File: config.mk
export PLATFORM = sky130hd
export DESIGN_NAME = hs_port_arbiter
export DESIGN_NICKNAME = d
export VERILOG_FILES = /design/src/rtl/hs_port_arbiter_pkg.sv /design/src/rtl/hs_port_arbiter_scan.sv /design/src/rtl/hs_port_arbiter.sv
export SDC_FILE = /design/constraint.sdc
export NUM_CORES = 1
export LEC_CHECK = 0
export ABC_AREA = 1
export CAP_MARGIN = 20
export CORE_ASPECT_RATIO = 1.25
export CORE_MARGIN = 2
export CORE_UTILIZATION = 48
export DETAILED_ROUTE_END_ITERATION = 10
export GPL_TIMING_DRIVEN = 0
export PLACE_DENSITY = 0.76
export SLEW_MARGIN = 20
export SYNTH_ARGS = -nofsm -noshare
export SYNTH_HDL_FRONTEND = slang
export SYNTH_SLANG_ARGS = --single-unit
File: constraint.sdc
create_clock -name clk -period 2 [get_ports clk]
set_input_delay 0.6 -clock clk [delete_from_list [all_inputs] [get_ports clk]]
set_output_delay 0.6 -clock clk [all_outputs]
set_load 0.005 [all_outputs]
File: src/rtl/hs_port_arbiter_pkg.sv
// Shared types and defaults for the hiscore RAM port arbiter.
package hs_port_arbiter_pkg;

  // Hiscore region is 2**DEFAULT_ADDR_W bytes.
  localparam int DEFAULT_ADDR_W   = 6;
  // Cycles to wait after the core reports paused before touching the port.
  localparam int DEFAULT_PAUSEPAD = 2;
  localparam int DEFAULT_CSUM_W   = 16;

  typedef enum logic [2:0] {
    ST_IDLE,
    ST_PAUSE_WAIT,
    ST_PAD,
    ST_DL,
    ST_UL,
    ST_SCAN_RD,
    ST_SCAN_ACC,
    ST_RELEASE
  } state_t;

  // True in the states that read the region for the change scan.
  function automatic logic is_scan_state(state_t s);
    return (s == ST_SCAN_RD) || (s == ST_SCAN_ACC);
  endfunction

endpackage

File: src/rtl/hs_port_arbiter_scan.sv
// Change-scanner datapath: walks the hiscore region, sums the bytes and
// compares the result against the checksum recorded by the previous scan.
module hs_scan_csum
  import hs_port_arbiter_pkg::*;
#(
  parameter int ADDR_W = DEFAULT_ADDR_W,
  parameter int CSUM_W = DEFAULT_CSUM_W
) (
  input  logic              clk,
  input  logic              reset_n,
  input  logic              i_start,
  input  logic              i_acc,
  input  logic              i_abort,
  input  logic              i_resync,
  input  logic [7:0]        i_rd_data,
  output logic [ADDR_W-1:0] o_addr,
  output logic              o_done,
  output logic              o_changed,
  output logic              o_csum_valid,
  output logic [CSUM_W-1:0] o_stored_csum
);

  logic [ADDR_W-1:0] r_addr;
  logic [CSUM_W-1:0] r_acc;
  logic [CSUM_W-1:0] r_stored;
  logic              r_valid;
  logic              r_changed;
  logic              r_active;

  logic              w_last;
  logic              w_step;
  logic [CSUM_W-1:0] w_sum;

  assign w_last = &r_addr;
  assign w_step = i_acc && r_active && !i_abort;
  assign w_sum  = r_acc + CSUM_W'(i_rd_data);

  assign o_addr        = r_addr;
  assign o_done        = w_step && w_last;
  assign o_changed     = r_changed;
  assign o_csum_valid  = r_valid;
  assign o_stored_csum = r_stored;

  // Address walk and accumulation; an abort leaves the accumulator and the
  // stored checksum untouched, the next start clears the walk.
  always_ff @(posedge clk or negedge reset_n) begin
    if (!reset_n) begin
      r_addr   <= '0;
      r_acc    <= '0;
      r_stored <= '0;
      r_valid  <= 1'b0;
      r_active <= 1'b0;
    end else if (i_start) begin
      r_addr   <= '0;
      r_acc    <= '0;
      r_active <= 1'b1;
    end else if (i_abort) begin
      r_active <= 1'b0;
    end else if (w_step) begin
      r_acc <= w_sum;
      if (w_last) begin
        r_stored <= w_sum;
        r_valid  <= 1'b1;
        r_active <= 1'b0;
      end else begin
        r_addr <= r_addr + 1'b1;
      end
    end
  end

  // Single-cycle change flag; suppressed until a trusted baseline exists.
  always_ff @(posedge clk or negedge reset_n) begin
    if (!reset_n) begin
      r_changed <= 1'b0;
    end else begin
      r_changed <= w_step && w_last && r_valid && !i_resync && (w_sum != r_stored);
    end
  end

endmodule

File: src/rtl/hs_port_arbiter.sv
// Arbitrates the core's hiscore RAM port between NVRAM download, NVRAM
// upload and the autosave change-scanner, and owns the CPU pause handshake.
//
// state       | meaning
// ------------+---------------------------------------------------------
// IDLE        | no access pending, pause not requested
// PAUSE_WAIT  | pause requested, waiting for the core to halt
// PAD         | core halted, settling for PAUSEPAD cycles
// DL          | download writes passed straight through to the core
// UL          | upload reads: host address to core, data registered back
// SCAN_RD     | scanner presents its address
// SCAN_ACC    | scanner accumulates the byte returned by the core
// RELEASE     | pause dropped, waiting for the core to resume
module hs_port_arbiter
  import hs_port_arbiter_pkg::*;
#(
  parameter int ADDR_W   = DEFAULT_ADDR_W,
  parameter int PAUSEPAD = DEFAULT_PAUSEPAD,
  parameter int CSUM_W   = DEFAULT_CSUM_W
) (
  input  logic              clk,
  input  logic              reset_n,
  input  logic              dl_active,
  input  logic              dl_wr,
  input  logic [ADDR_W-1:0] dl_addr,
  input  logic [7:0]        dl_data,
  output logic              dl_wait,
  input  logic              ul_active,
  input  logic [ADDR_W-1:0] ul_addr,
  output logic [7:0]        ul_data,
  output logic              ul_wait,
  input  logic              autosave_en,
  input  logic              osd_open,
  output logic              pause_req,
  input  logic              paused,
  output logic [ADDR_W-1:0] hs_address,
  output logic [7:0]        hs_data_in,
  output logic              hs_write,
  input  logic [7:0]        hs_data_out,
  output logic              upload_req,
  output logic              busy
);

  localparam int PAD_W = (PAUSEPAD < 2) ? 1 : $clog2(PAUSEPAD + 1);
  localparam logic [PAD_W-1:0] PAD_LOAD = PAD_W'(PAUSEPAD);

  state_t            r_state;
  state_t            w_next;
  logic [PAD_W-1:0]  r_pad_cnt;
  logic              r_osd_d;
  logic              r_scan_req;
  logic              r_resync;
  logic              r_pause_req;
  logic [7:0]        r_ul_data;

  logic              w_pad_load;
  logic              w_scan_start;
  logic              w_any_req;
  logic              w_osd_rise;
  logic              w_abort;
  logic              w_scan_done;
  logic              w_changed;
  logic              w_csum_valid;
  logic [ADDR_W-1:0] w_scan_addr;
  logic [CSUM_W-1:0] w_stored_csum;

  assign w_osd_rise = osd_open && !r_osd_d && autosave_en;
  assign w_any_req  = dl_active || ul_active || r_scan_req;
  assign w_abort    = is_scan_state(r_state) && (dl_active || ul_active);

  hs_scan_csum #(
    .ADDR_W (ADDR_W),
    .CSUM_W (CSUM_W)
  ) u_scan (
    .clk           (clk),
    .reset_n       (reset_n),
    .i_start       (w_scan_start),
    .i_acc         (r_state == ST_SCAN_ACC),
    .i_abort       (w_abort),
    .i_resync      (r_resync),
    .i_rd_data     (hs_data_out),
    .o_addr        (w_scan_addr),
    .o_done        (w_scan_done),
    .o_changed     (w_changed),
    .o_csum_valid  (w_csum_valid),
    .o_stored_csum (w_stored_csum)
  );

  // State register.
  always_ff @(posedge clk or negedge reset_n) begin
    if (!reset_n) r_state <= ST_IDLE;
    else          r_state <= w_next;
  end

  // Next-state logic; preemption by the host jumps straight into DL/UL
  // because the core is already halted.
  always_comb begin
    w_next       = r_state;
    w_pad_load   = 1'b0;
    w_scan_start = 1'b0;
    case (r_state)
      ST_IDLE: begin
        if (w_any_req) w_next = ST_PAUSE_WAIT;
      end
      ST_PAUSE_WAIT: begin
        if (paused) begin
          w_next     = ST_PAD;
          w_pad_load = 1'b1;
        end
      end
      ST_PAD: begin
        // Terminal count at 1 so PAD lasts PAUSEPAD cycles (minimum one).
        if (r_pad_cnt <= PAD_W'(1)) begin
          if (dl_active)       w_next = ST_DL;
          else if (ul_active)  w_next = ST_UL;
          else if (r_scan_req) begin
            w_next       = ST_SCAN_RD;
            w_scan_start = 1'b1;
          end else             w_next = ST_RELEASE;
        end
      end
      ST_DL: begin
        if (!dl_active) w_next = ST_RELEASE;
      end
      ST_UL: begin
        if (!ul_active) w_next = ST_RELEASE;
      end
      ST_SCAN_RD: begin
        if (dl_active)      w_next = ST_DL;
        else if (ul_active) w_next = ST_UL;
        else                w_next = ST_SCAN_ACC;
      end
      ST_SCAN_ACC: begin
        if (dl_active)        w_next = ST_DL;
        else if (ul_active)   w_next = ST_UL;
        else if (w_scan_done) w_next = ST_RELEASE;
        else                  w_next = ST_SCAN_RD;
      end
      ST_RELEASE: begin
        if (paused && w_any_req) w_next = ST_PAUSE_WAIT;
        else if (!paused)        w_next = ST_IDLE;
      end
      default: w_next = ST_IDLE;
    endcase
  end

  // Pad down-counter, loaded when the core acknowledges the pause.
  always_ff @(posedge clk or negedge reset_n) begin
    if (!reset_n) begin
      r_pad_cnt <= '0;
    end else if (w_pad_load) begin
      r_pad_cnt <= PAD_LOAD;
    end else if ((r_state == ST_PAD) && (r_pad_cnt != '0)) begin
      r_pad_cnt <= r_pad_cnt - 1'b1;
    end
  end

  // Scan request latch and resync flag; both persist until a scan finishes.
  always_ff @(posedge clk or negedge reset_n) begin
    if (!reset_n) begin
      r_osd_d    <= 1'b0;
      r_scan_req <= 1'b0;
      r_resync   <= 1'b0;
    end else begin
      r_osd_d <= osd_open;
      if (w_osd_rise)       r_scan_req <= 1'b1;
      else if (w_scan_done) r_scan_req <= 1'b0;
      if ((r_state == ST_DL) && !dl_active) r_resync <= 1'b1;
      else if (w_scan_done)                 r_resync <= 1'b0;
    end
  end

  // Pause request: held from PAUSE_WAIT through the first RELEASE cycle,
  // dropped while RELEASE waits; a return to PAUSE_WAIT keeps it high.
  always_ff @(posedge clk or negedge reset_n) begin
    if (!reset_n) begin
      r_pause_req <= 1'b0;
    end else begin
      r_pause_req <= (w_next != ST_IDLE) &&
                     !((r_state == ST_RELEASE) && (w_next == ST_RELEASE));
    end
  end

  // Upload data follows the core's read port every UL cycle.
  always_ff @(posedge clk or negedge reset_n) begin
    if (!reset_n)               r_ul_data <= '0;
    else if (r_state == ST_UL)  r_ul_data <= hs_data_out;
  end

  // Port mux; download is pure pass-through so no write is ever in flight.
  always_comb begin
    hs_address = '0;
    hs_data_in = '0;
    hs_write   = 1'b0;
    case (r_state)
      ST_DL: begin
        hs_address = dl_addr;
        hs_data_in = dl_data;
        hs_write   = dl_wr;
      end
      ST_UL:                   hs_address = ul_addr;
      ST_SCAN_RD, ST_SCAN_ACC: hs_address = w_scan_addr;
      default: ;
    endcase
  end

  // Host stalls run from the cycle after detection until the port is theirs.
  assign dl_wait    = dl_active && (r_state != ST_IDLE) && (r_state != ST_DL);
  assign ul_wait    = ul_active && (r_state != ST_IDLE) && (r_state != ST_UL);
  assign pause_req  = r_pause_req;
  assign ul_data    = r_ul_data;
  assign upload_req = w_changed;
  assign busy       = (r_state != ST_IDLE);

endmodule

# ---- After elaboration in Yosys (flattened, before gate mapping)
# Index checks and enable logic that the tools add are counted.
dict set report classes {
  n_addsub 3
  n_lt_le_gt_ge 1
  eq_ne 13
  mux 42
  bitwise_logic 2
  n_reduce_logical 42
}
# op n
set op_table {}
lappend op_table {{2-to-1 mux 16 bit} 3}
lappend op_table {{2-to-1 mux 3 bit} 10}
lappend op_table {{2-to-1 mux 6 bit} 4}
lappend op_table {{case mux 3 bit (8 select lines)} 1}
lappend op_table {{logical AND 1 bit} 18}
lappend op_table {{case mux 6 bit (3 select lines)} 1}
lappend op_table {{adder 16 x 8 -> 16 bit} 1}
lappend op_table {{!= test 16 bit} 1}
lappend op_table {{== test 3 bit (second input constant)} 5}
lappend op_table {{2-to-1 mux 1 bit} 15}
lappend op_table {{2-to-1 mux 2 bit} 7}
lappend op_table {{nonzero test 3 bit} 4}
lappend op_table {{nonzero test 2 bit} 5}
lappend op_table {{AND reduction 9 bit} 1}
lappend op_table {{2-to-1 mux 8 bit} 1}
lappend op_table {{adder 6 x 1 -> 6 bit (second input constant)} 1}
lappend op_table {{== test 3 x 2 -> 1 bit (second input constant)} 2}
lappend op_table {{AND reduction 6 bit} 1}
lappend op_table {{zero test 1 bit} 5}
lappend op_table {{!= test 2 x 1 -> 1 bit (second input constant)} 2}
lappend op_table {{AND reduction 2 bit} 2}
lappend op_table {{== test 3 x 1 -> 1 bit (second input constant)} 1}
lappend op_table {{zero test 3 bit} 1}
lappend op_table {{logical OR 1 bit} 3}
lappend op_table {{other kinds (7)} 8}
dict set report totals {
  regBits 58
  input_bits 36
  out_inout_bits 28
  wordCells 116
}

# ---- Depth between registers and ports, before layout
# Gate-level depths: netlist (run 1).
dict set report logic_depth {
  ltp_word 14
  ltp_mapped 17
  mapped_depth_nobuf 17
}

# ---- Hierarchy
# Synthesis (run 1) repeated with hierarchy kept, for this count alone.
dict set report unflattened {
  cells_unflattened 566
  area_unflattened_um2 3892.5
}
# mod n_inst cells_each area_each_um2 seq_area_each_um2
set modules_own_cells {}
lappend modules_own_cells {hs_scan_csum 1 387 2726.4 1026.0}
lappend modules_own_cells {hs_port_arbiter 1 179 1166.1 425.4}

# ---- Least setup slack after synthesis (run 1)
# OpenSTA, ideal clock, no wires.
dict set report synth_path {
  kind {input -> register}
  startpoint {in hs_data_out[0]}
  endpoint {reg u_scan.r_changed (netlist: u_scan.o_changed)}
  setup_ns 0.115
  t_arrival_ns 2.167
  t_required_ns 1.885
  setup_slack_ns -0.282
  path_stages 17
  n_path_buf 0
  path_cell_list {ha_1 -> inv_1 -> fa_1 -> inv_1 -> nand2_1 -> nand2_1 -> nand3_1 -> nand2_1 -> nand2_1 -> nand3b_1 -> nand2_1 -> nor2_1 -> nand2_1 -> nor2_1 -> nand3_1 -> nor2_1 -> nor2_1}
}
dict set report synth_via {
  elab_chain_cells 3
}
# item line_no
set synth_rtl {}
lappend synth_rtl {{start, declared} hs_port_arbiter.sv:39} ;# input logic [7:0] hs_data_out,
lappend synth_rtl {{adder 16 x 8 -> 16 bit} hs_port_arbiter_scan.sv:36} ;# assign w_sum = r_acc + CSUM_W'(i_rd_data);
lappend synth_rtl {{!= test 16 bit} hs_port_arbiter_scan.sv:76} ;# r_changed <= w_step && w_last && r_valid && !i_resync && (w_sum != r_stored);
lappend synth_rtl {{logical AND 1 bit} hs_port_arbiter_scan.sv:76}
lappend synth_rtl {{end signal, assigned} hs_port_arbiter_scan.sv:76}
lappend synth_rtl {{end, declared} hs_port_arbiter_scan.sv:27} ;# logic r_changed;
# No other way between the ends.
# A chain may end at the register's enable or synchronous reset.

# ---- Final worst setup path (run 1)
dict set report layout_path {
  startpoint {reg r_state[1]}
  endpoint {out hs_address[3]}
}
dict set report layout_via {
  elab_chain_cells 3
  word_cells_on_any_way 6
  cone_classes {eq/ne (4); mux (1); reduce/logical (1)}
}
# item line_no
set layout_rtl {}
lappend layout_rtl {{start, declared} hs_port_arbiter.sv:47} ;# state_t r_state;
lappend layout_rtl {{start signal, assigned} hs_port_arbiter.sv:92} ;# else r_state <= w_next;
lappend layout_rtl {{== test 3 bit} hs_port_arbiter.sv:195} ;# case (r_state)
lappend layout_rtl {{OR reduction 2 bit} hs_port_arbiter.sv:195}
lappend layout_rtl {{case mux 6 bit (3 select lines) (*)} hs_port_arbiter.sv:195}
lappend layout_rtl {{end, declared} hs_port_arbiter.sv:36} ;# output logic [ADDR_W-1:0] hs_address,
# Every way passes the cells marked *; elsewhere a longest branch is shown, timed or not.

==> results of run 1 <==
where the power goes:
group	total, mW	internal (mW)	leakage, nW	switching, mW
sequential	1.87	1.54	0.731	0.327
clock	1.19	0.711	0.108	0.474
combinational	3.98	1.79	1.86	2.19
total	7.03	4.04	2.70	2.99
flip-flops by register name, summed over array words and instances, names as in the netlist:
name / count
u_scan.r_acc: 16
u_scan.o_stored_csum: 16
u_scan.o_changed: 1
r_osd_d: 1
r_resync: 1
u_scan.o_addr: 6
r_scan_req: 1
pause_req: 1
r_state: 3
u_scan.r_active: 1
r_pad_cnt: 2
ul_data: 8
u_scan.o_csum_valid: 1
cells by family (layout without fill, tap and decap cells):
kind of cell	after synthesis	in the layout	synth area share [%]
fa+ha+maj	12	12	4.22
flops	58	58	38.8
compound gates	55	55	8.94
buf+inv	92	208	9.31
simple gates	311	311	37.2
xor+xnor	5	5	1.54
worst max-delay path: cells and delay by family (launching register included):
kind	cells	cell delay, ps
buf+inv	6	630
flops	1	420
simple gates	3	330
cells in the mapped netlist (3+ instances only):
master | n | area share, %
dfrtp_1 | 58 | 39
nand3b_1 | 5 | 1.0
o22ai_1 | 10 | 1.7
nand2_2 | 10 | 1.7
inv_1 | 79 | 7.9
nand4_1 | 6 | 1.0
nand3_1 | 66 | 8.8
o21ai_0 | 31 | 4.2
nor2_1 | 40 | 4.0
ha_1 | 11 | 3.7
nor3_1 | 12 | 1.6
inv_2 | 3 | 0.30
nand2_1 | 160 | 16
xor2_1 | 3 | 0.70
clkbuf_1 | 7 | 0.70
metal layers:
metal / part of all wire (%) / vias to the layer above / routed length, um
li1: - / 1944 / -
met1: 37 / 1878 / 4320
met2: 52 / 193 / 6020
met3: 6.4 / 49 / 748
met4: 4.6 / 0 / 531
met5: 0 / - / 0
final timing paths:
path | startpoint | end | slack, ps | cells past startpoint
worst max register to register | u_scan.r_acc[0]$_DFFE_PN0P_ | u_scan.o_changed$_DFF_PN0_ | -250 | 13
worst max-delay path | r_state[1]$_DFF_PN0_ | hs_address[3] | -330 | 9
max in group asynchronous | reset_n | r_state[2]$_DFF_PN0_ | 1150 | 1
worst min-delay path | reset_n | u_scan.o_stored_csum[0]$_DFFE_PN0P_ | 310 | 1
worst min register to register | u_scan.o_csum_valid$_DFFE_PN0P_ | u_scan.o_csum_valid$_DFFE_PN0P_ | 460 | 2
min in group clk | u_scan.o_csum_valid$_DFFE_PN0P_ | u_scan.o_csum_valid$_DFFE_PN0P_ | 460 | 2
through the flow:
step / area (um2) / cells / power (mW) / setup TNS (ps) / worst slack [ps]
floorplan: 3750 / 533 / 3.78 / -233 / -233
global placement: 4500 / 691 / 4.71 / -111620 / -1450
detailed placement: 4500 / 691 / 4.82 / -29710 / -1140
CTS: 5090 / 736 / 6.58 / -2690 / -404
global route: 5350 / 744 / 7.51 / -5340 / -384
finish: 5350 / 744 / 7.03 / -3600 / -330
repair_timing:
item | CTS | global route
buffers inserted | 28 | 8
setup endpoints to repair | 54 | 56
gates resized for setup | 148 | 65
cloned | 1 | 0
pin swaps | 19 | 18
area by class of cell:
type | instances | area (um2) | area share, %
Tap cell | 95 | 119 | 2.22
Buffer | 9 | 83.8 | 1.57
Clock inverter | 3 | 45.0 | 0.842
Timing Repair Buffer | 99 | 852 | 15.9
Clock buffer | 13 | 179 | 3.34
Multi-Input combinational cell | 383 | 2290 | 42.7
Inverter | 83 | 322 | 6.01
Sequential cell | 58 | 1450 | 27.2
Timing Repair inverter | 1 | 11.3 | 0.210
==> impl_metrics.json, run 1 <==
{
  "worst_slack_ps": -330,
  "setup_viol": 18,
  "final_nets": 692,
  "dr_total_vias": 4064,
  "clk_pin_slew_ps": 60,
  "routed_wl_um": 11600,
  "viasPerCell": 5.46,
  "drv_slew": 0,
  "rows": 36,
  "synth_edf_count": 0,
  "grt_max_degree": 59,
  "period_minus_slack_ps": 2330,
  "cts_buffer_depth": 2,
  "die_area_mm2": 0.00851,
  "core-area_mm2": 0.00766,
  "insertion_delay_ps": 350,
  "synth_cell_type_count": 40,
  "start_util_pct": 48.8,
  "async_flop_share_pct": 100,
  "tightestPinTransition_ps": 736,
  "grt_pass1_wl_um": 17200,
  "ys_warn_count": 0,
  "grt_util_met2_pct": 47.8,
  "die_h_um": 103,
  "synth_flop_cell": "dfrtp_1",
  "max_freq_mhz": 429,
  "final_cell_mix": "nand2_1, inv_1, dfrtp_1",
  "rsz0062_at_grt": "yes",
  "area_growth_pct": 43.2,
  "grt_use_total_pct": 25.6,
  "drcViolationCount": 0,
  "p_leak_nw": 2.70,
  "routedWlPerCell_um": 15.6,
  "drv_cap": 0,
  "nFillCells": 612,
  "cts.sinks": 58,
  "cp_common_cell": "buf_6",
  "synth.net_count": 581,
  "cts_max_level": 3,
  "status": "finished with violations",
  "finalCritPeriodShare_pct": 116,
  "dr.pass1.iters": 4,
  "hold_viol": 0,
  "cts_made_buffers": 9,
  "final_common_cell": "nand2_1",
  "ir_worst_vdd_mv": 1.07,
  "ys_seq_area_share_pct": 38.8,
  "postLayoutCoreUtil_pct": 69.9,
  "grt_pass1_vias": 3764,
  "ios": 64,
  "cts_tree": "built",
  "relSlewSlack_pct": 50.9,
  "cp.required_ps": 1400,
  "cp_max_fo": 3,
  "gp_congestion": 0.959,
  "fin_skew_ps": 8.81,
  "slowest_delay_ps": 420,
  "netlist_area_mm2": 0.00374,
  "grt-ovfl-total": 0,
  "cp-start-kind": "flop",
  "cts_hold_buf": 0,
  "hold_slack_ps": 314,
  "grt_util_met1_pct": 27.6,
  "synthCells": 533,
  "drtAntennaViolNets": 0,
  "crit_path_end_kind": "output pin",
  "top_usage_layer": "met2",
  "hpwlAfterDp_um": 7270,
  "dr.first_iter.drc_count": 186,
  "drive_above_1_share_pct": 27.0,
  "grtUsageMet3_pct": 5.44,
  "io_buffer_count": 63,
  "crit_type": "reg -> out",
  "ys_ff_latch": 58,
  "hold_path_class": "in -> async",
  "cts_root_buf": "clkbuf_8",
  "slowest_stage": "dfrtp_1",
  "syn_avg_cell_area_um2": 7.01,
  "crit_chain": "inv_2, nor3_4, buf_6, buf_6, buf_6, buf_6, nand2_2, nand3_2, buf_2",
  "antenna_found_initial": 0,
  "die_w_um": 82.9,
  "antenna_cells": 0,
  "power.density_mw_per_mm2": 1310,
  "cp.arrival_ps": 1730,
  "violations": "negative setup slack"
}
(Power assumes the default switching activity.)
==> run 2, diff against run 1 <==
PLACE_DENSITY = 0.72   (was 0.76)
==> run 2 against run 1 <==
The flow still finishes with violations (negative setup slack). Utilization shrank 0.72 points. Combinational power decreased by 3%. Non-clock buffer count up 4. Largest cell class unchanged. Highest routed layer unchanged.
==> impl_metrics.json, run 2 (synthesized netlist as in run 1, its figures left out) <==
{
  "routed_wl_um": 10900,
  "tns_ps": -4620,
  "hpwlAfterDp_um": 7240,
  "die_w_um": 82.9,
  "endpoint": "hs_data_in[0]",
  "stdcell_area_mm2": 0.00530,
  "max_freq_mhz": 427,
  "die_area_mm2": 0.00851,
  "final_cell_mix": "nand2_1, inv_1, nand3_1",
  "antenna_found_initial": 0,
  "p_total_mw": 6.92,
  "viasPerCell": 5.29,
  "grt_pass1_wl_um": 18400,
  "start_util_pct": 48.8,
  "dr.pass1.iters": 4,
  "routedWlPerCell_um": 14.5,
  "swShare_pct": 41.2,
  "switching_power_mw": 2.85,
  "p_seq_share_pct": 26.9,
  "rr_endpoint": "u_scan.o_changed$_DFF_PN0_",
  "hold_viol": 0,
  "cts_root_buf": "clkbuf_8",
  "cts_hold_buf": 0,
  "antenna_cells": 0,
  "tightestPinTransition_ps": 745,
  "slowest_delay_ps": 460,
  "dp_slack_ps": -1070,
  "violations": "negative setup slack",
  "hold_path_class": "in -> async",
  "dpl_cell_area_mm2": 0.00450,
  "finalCritPeriodShare_pct": 117,
  "relSlewSlack_pct": 50.3,
  "ir_worst_vdd_mv": 0.757,
  "critPathLaunch": "r_state[1]$_DFF_PN0_",
  "cp_max_fo": 4,
  "dr_total_vias": 3950,
  "drv_slew": 0,
  "cts_max_level": 3,
  "gp_congestion": 0.905,
  "insertion_delay_ps": 350,
  "fin_skew_ps": 6.26,
  "grt_use_total_pct": 26.7,
  "dr.first_iter.drc_count": 185,
  "cp.arrival_ps": 1740,
  "cp.required_ps": 1400,
  "r2r-start": "u_scan.r_acc[0]$_DFFE_PN0P_",
  "p_leak_nw": 2.67,
  "final_nets": 695,
  "crit_type": "reg -> out",
  "drive_above_1_share_pct": 25.5,
  "die_h_um": 103,
  "crit_path_end_kind": "output pin",
  "core-area_mm2": 0.00766,
  "io_buffer_count": 63,
  "cp-start-kind": "flop",
  "grt-ovfl-total": 0,
  "rrSetupSlack_ps": -250,
  "rsz0062_at_grt": "yes",
  "cts.sinks": 58,
  "drv_cap": 0,
  "crit_chain": "inv_2, nor3_4, buf_4, buf_12, clkinv_8, buf_6, nor2_1, buf_2",
  "power.density_mw_per_mm2": 1310,
  "drtAntennaViolNets": 0,
  "area_growth_pct": 41.7,
  "setup_viol": 17,
  "cts_tree": "built",
  "slowest_stage": "dfrtp_1",
  "ff2ff_path_depth": 17,
  "clk_pin_slew_ps": 70,
  "grt_max_degree": 59,
  "worst_slack_ps": -340,
  "ios": 64,
  "cell_internal_pwr_mw": 4.07,
  "power_frac_comb_pct": 55.8,
  "status": "finished with violations",
  "drcViolationCount": 0,
  "cts_made_buffers": 9,
  "grt_pass1_vias": 3975,
  "final_common_cell": "nand2_1",
  "cts_buffer_depth": 2,
  "pwr-share-clk_pct": 17.3,
  "rows": 36,
  "period_minus_slack_ps": 2340
}
run 2: cell count changes in the layout (fill, tap and decap cells not counted), moves of 3 or more:
cell,before,now
nor2_4,5,2
nor2_1,28,34
clkbuf_8,14,11
nand2_2,24,27
nand3_2,12,8
nand3_1,54,59
buf_4,24,31
nand2_1,143,140
nor2_2,8,5
run 2: timing repair:
action                                  in CTS  in global routing
endpoints found under the hold margin        0                  0
resized for setup                          146                 46
endpoints found under the setup margin      55                 51
pin swaps                                   18                 19
buffers inserted                            35                  6
run 2: worst min-delay path by stage:
| stage | endpoint | slack, ps |
|---|---|---|
| after floorplan | pause_req$_DFF_PN0_ | 300 |
| after global placement | u_scan.o_csum_valid$_DFFE_PN0P_ | 450 |
| after detailed placement | u_scan.o_csum_valid$_DFFE_PN0P_ | 460 |
| after CTS | u_scan.r_acc[0]$_DFFE_PN0P_ | 330 |
| after global routing | u_scan.r_acc[0]$_DFFE_PN0P_ | 370 |
| final | u_scan.r_acc[0]$_DFFE_PN0P_ | 300 |
run 2: metal layers:
metal  track usage (%)  routed length, um  up-vias
met5                 0                  0        -
met4              13.2                264        0
met3              4.00                574       22
met2              47.8               5660      133
met1              31.7               4350     1841
li1                  -                  -     1954
run 2: final cells by class:
cell class	instances	area, um2
fillers	599	2360
multi-input cells	383	2220
flip-flops and latches	58	1450
repair buffers	103	892
inverters	83	327
clock buffers	11	141
well taps	95	119
clock inverters	5	77.6
plain buffers	9	67.6
run 2: critical path: cells and delay by family, from the launching register on:
family | cells | cell delay, ps
and+or+nand+nor | 2 | 270
buffers and inverters | 6 | 670
DFF | 1 | 460
run 2: power groups by stage:
| stage | clock network (mW) | registers, mW | logic (mW) |
|---|---|---|---|
| global placement | 0 | 1.81 | 2.91 |
| CTS | 1.22 | 1.84 | 3.60 |
| finish | 1.20 | 1.86 | 3.86 |
| floorplan | 0 | 1.78 | 2.00 |
| detailed placement | 0 | 1.83 | 2.98 |
| global route | 1.29 | 1.91 | 4.28 |
run 2: metrics by stage:
| step | std cells | hold WS, ps | util [%] |
|---|---|---|---|
| final | 747 | 300 | 69.2 |
| after detailed placement | 691 | 455 | 58.7 |
| after global placement | 691 | 449 | 58.8 |
| after global routing | 747 | 365 | 69.2 |
| after CTS | 742 | 333 | 66.9 |
| after floorplan | 533 | 304 | - |
==> run 3, diff against run 2 <==
CORE_MARGIN = 3   (was 2)
==> run 3 against run 2 <==
The run still ends with negative setup slack left. Via count increased by 2.3%. Final cell count increased by 0.54%. Global-route usage decreased by 2.0 points.
==> impl_metrics.json, run 3 (synthesized netlist as in run 1, its figures left out) <==
{
  "cts_hold_buf": 0,
  "hold_viol": 0,
  "viasPerCell": 5.38,
  "rsz0062_at_grt": "yes",
  "drive_above_1_share_pct": 29.4,
  "crit_type": "reg -> reg",
  "final_common_cell": "nand2_1",
  "power.density_mw_per_mm2": 1310,
  "regArea_mm2": 0.00145,
  "grt_max_degree": 38,
  "routed_wl_um": 11800,
  "tightestPinTransition_ps": 475,
  "drcViolationCount": 0,
  "multi_input_area_mm2": 0.00237,
  "die_area_mm2": 0.00889,
  "cts.sinks": 58,
  "ir_worst_vdd_mv": 0.851,
  "cell_internal_pwr_mw": 4.10,
  "violations": "negative setup slack",
  "die_h_um": 105,
  "setup_viol": 19,
  "power_frac_comb_pct": 58.7,
  "grt_pass1_wl_um": 17800,
  "worst_slack_ps": -327,
  "cts_max_level": 3,
  "p_leak_nw": 2.81,
  "area_growth_pct": 47.6,
  "cts_buffer_depth": 2,
  "dpl_cell_area_mm2": 0.00451,
  "ios": 64,
  "drtAntennaViolNets": 0,
  "relSlewSlack_pct": 68.0,
  "period_minus_slack_ps": 2330,
  "dr_total_vias": 4039,
  "cts_root_buf": "clkbuf_8",
  "final_cell_mix": "nand2_1, inv_1, dfrtp_1",
  "rows": 35,
  "cp-start-kind": "flop",
  "fin_skew_ps": 10.1,
  "finalCritPeriodShare_pct": 116,
  "die_w_um": 84.9,
  "hpwlAfterDp_um": 7290,
  "nFillCells": 541,
  "switching_power_mw": 3.13,
  "instances_no_fill": 751,
  "cp.required_ps": 2240,
  "dr.first_iter.drc_count": 210,
  "final_nets": 702,
  "pwr-share-clk_pct": 15.3,
  "crit_path_end_kind": "flop",
  "routedWlPerCell_um": 15.7,
  "p_seq_share_pct": 26.0,
  "cp_max_fo": 2,
  "clk_pin_slew_ps": 70,
  "cts_made_buffers": 9,
  "hold_path_class": "in -> async",
  "antenna_cells": 0,
  "io_buffer_count": 63,
  "grt_pass1_vias": 4001,
  "dp_cells": 689,
  "max_freq_mhz": 430,
  "grt_use_total_pct": 24.7,
  "dr.pass1.iters": 5,
  "swShare_pct": 43.2,
  "stdcell_area_mm2": 0.00552,
  "cp.arrival_ps": 2560,
  "start_util_pct": 49.9,
  "drv_slew": 0,
  "core-area_mm2": 0.00749,
  "status": "finished with violations",
  "antenna_found_initial": 0,
  "grt-ovfl-total": 0,
  "insertion_delay_ps": 350,
  "gp_congestion": 0.960,
  "cts_tree": "built",
  "drv_cap": 0
}
## run 3: worst max-delay path: stages (launching register included)
cell and delay, ps:
dfrtp_1 380, ha_4 140, inv_2 40, fa_2 590, xor2_1 140, nand2_1 90
nor3_2 110, nand3_1 110, nor2_1 130, nand2_1 80, nor2_1 110, nand3_1 100
nor2_2 120, nor2_1 50
## run 3: worst paths after layout
check / startpoint / endpoint / cells past startpoint / slack [ps]
max: u_scan.r_acc[0]$_DFFE_PN0P_ / u_scan.o_changed$_DFF_PN0_ / 13 / -330
min: reset_n / u_scan.o_stored_csum[14]$_DFFE_PN0P_ / 1 / 140
max reg2reg: u_scan.r_acc[0]$_DFFE_PN0P_ / u_scan.o_changed$_DFF_PN0_ / 13 / -330
min reg2reg: u_scan.o_csum_valid$_DFFE_PN0P_ / u_scan.o_csum_valid$_DFFE_PN0P_ / 2 / 470
max in group asynchronous: reset_n / r_state[2]$_DFF_PN0_ / 2 / 1370
min in group clk: u_scan.o_csum_valid$_DFFE_PN0P_ / u_scan.o_csum_valid$_DFFE_PN0P_ / 2 / 470
## run 3: area by class of cell
type                       instances  area share [%]
timing repair inverter             1           0.204
clock inverter                     6            1.20
timing repair buffer             109            17.3
clock buffer                      10            2.50
tap                               92            2.09
buffer                             9            1.36
sequential                        58            26.4
inverter                          83            6.03
multi-input combinational        383            42.9
## run 3: repair_timing
action	CTS	global route
endpoints found under the setup margin	54	58
gates cloned	0	1
buffers inserted	31	20
resized for setup	157	78
pin swaps	21	27
## run 3: stage by stage
stage / TNS, ps / setup WS [ps] / hold WS, ps / power, mW / utilization (%)
2_1_floorplan: -233 / -233 / 304 / 3.78 / -
3_3_place_gp: -115840 / -1500 / 448 / 4.72 / 60.0
3_5_place_dp: -30370 / -1170 / 456 / 4.82 / 60.3
4_1_cts: -3440 / -438 / 130 / 6.48 / 68.5
5_1_grt: -6280 / -445 / 132 / 7.75 / 73.7
6_report: -4040 / -327 / 138 / 7.23 / 73.7
## run 3: layer usage
layer	routed length [um]	share of wire, %	up-vias	global-route usage (%)
met5	0	0	-	0
met2	6070	51	157	42.4
met3	796	6.7	28	5.52
li1	-	-	1963	-
met4	267	2.3	0	10.2
met1	4680	40	1891	29.5
## run 3: power groups by stage
stage | clock network (mW) | logic (mW) | registers, mW
final | 1.11 | 4.25 | 1.88
after global routing | 1.17 | 4.66 | 1.92
after CTS | 1.12 | 3.51 | 1.85
after detailed placement | 0 | 2.98 | 1.83
after global placement | 0 | 2.90 | 1.81
after floorplan | 0 | 2.00 | 1.78
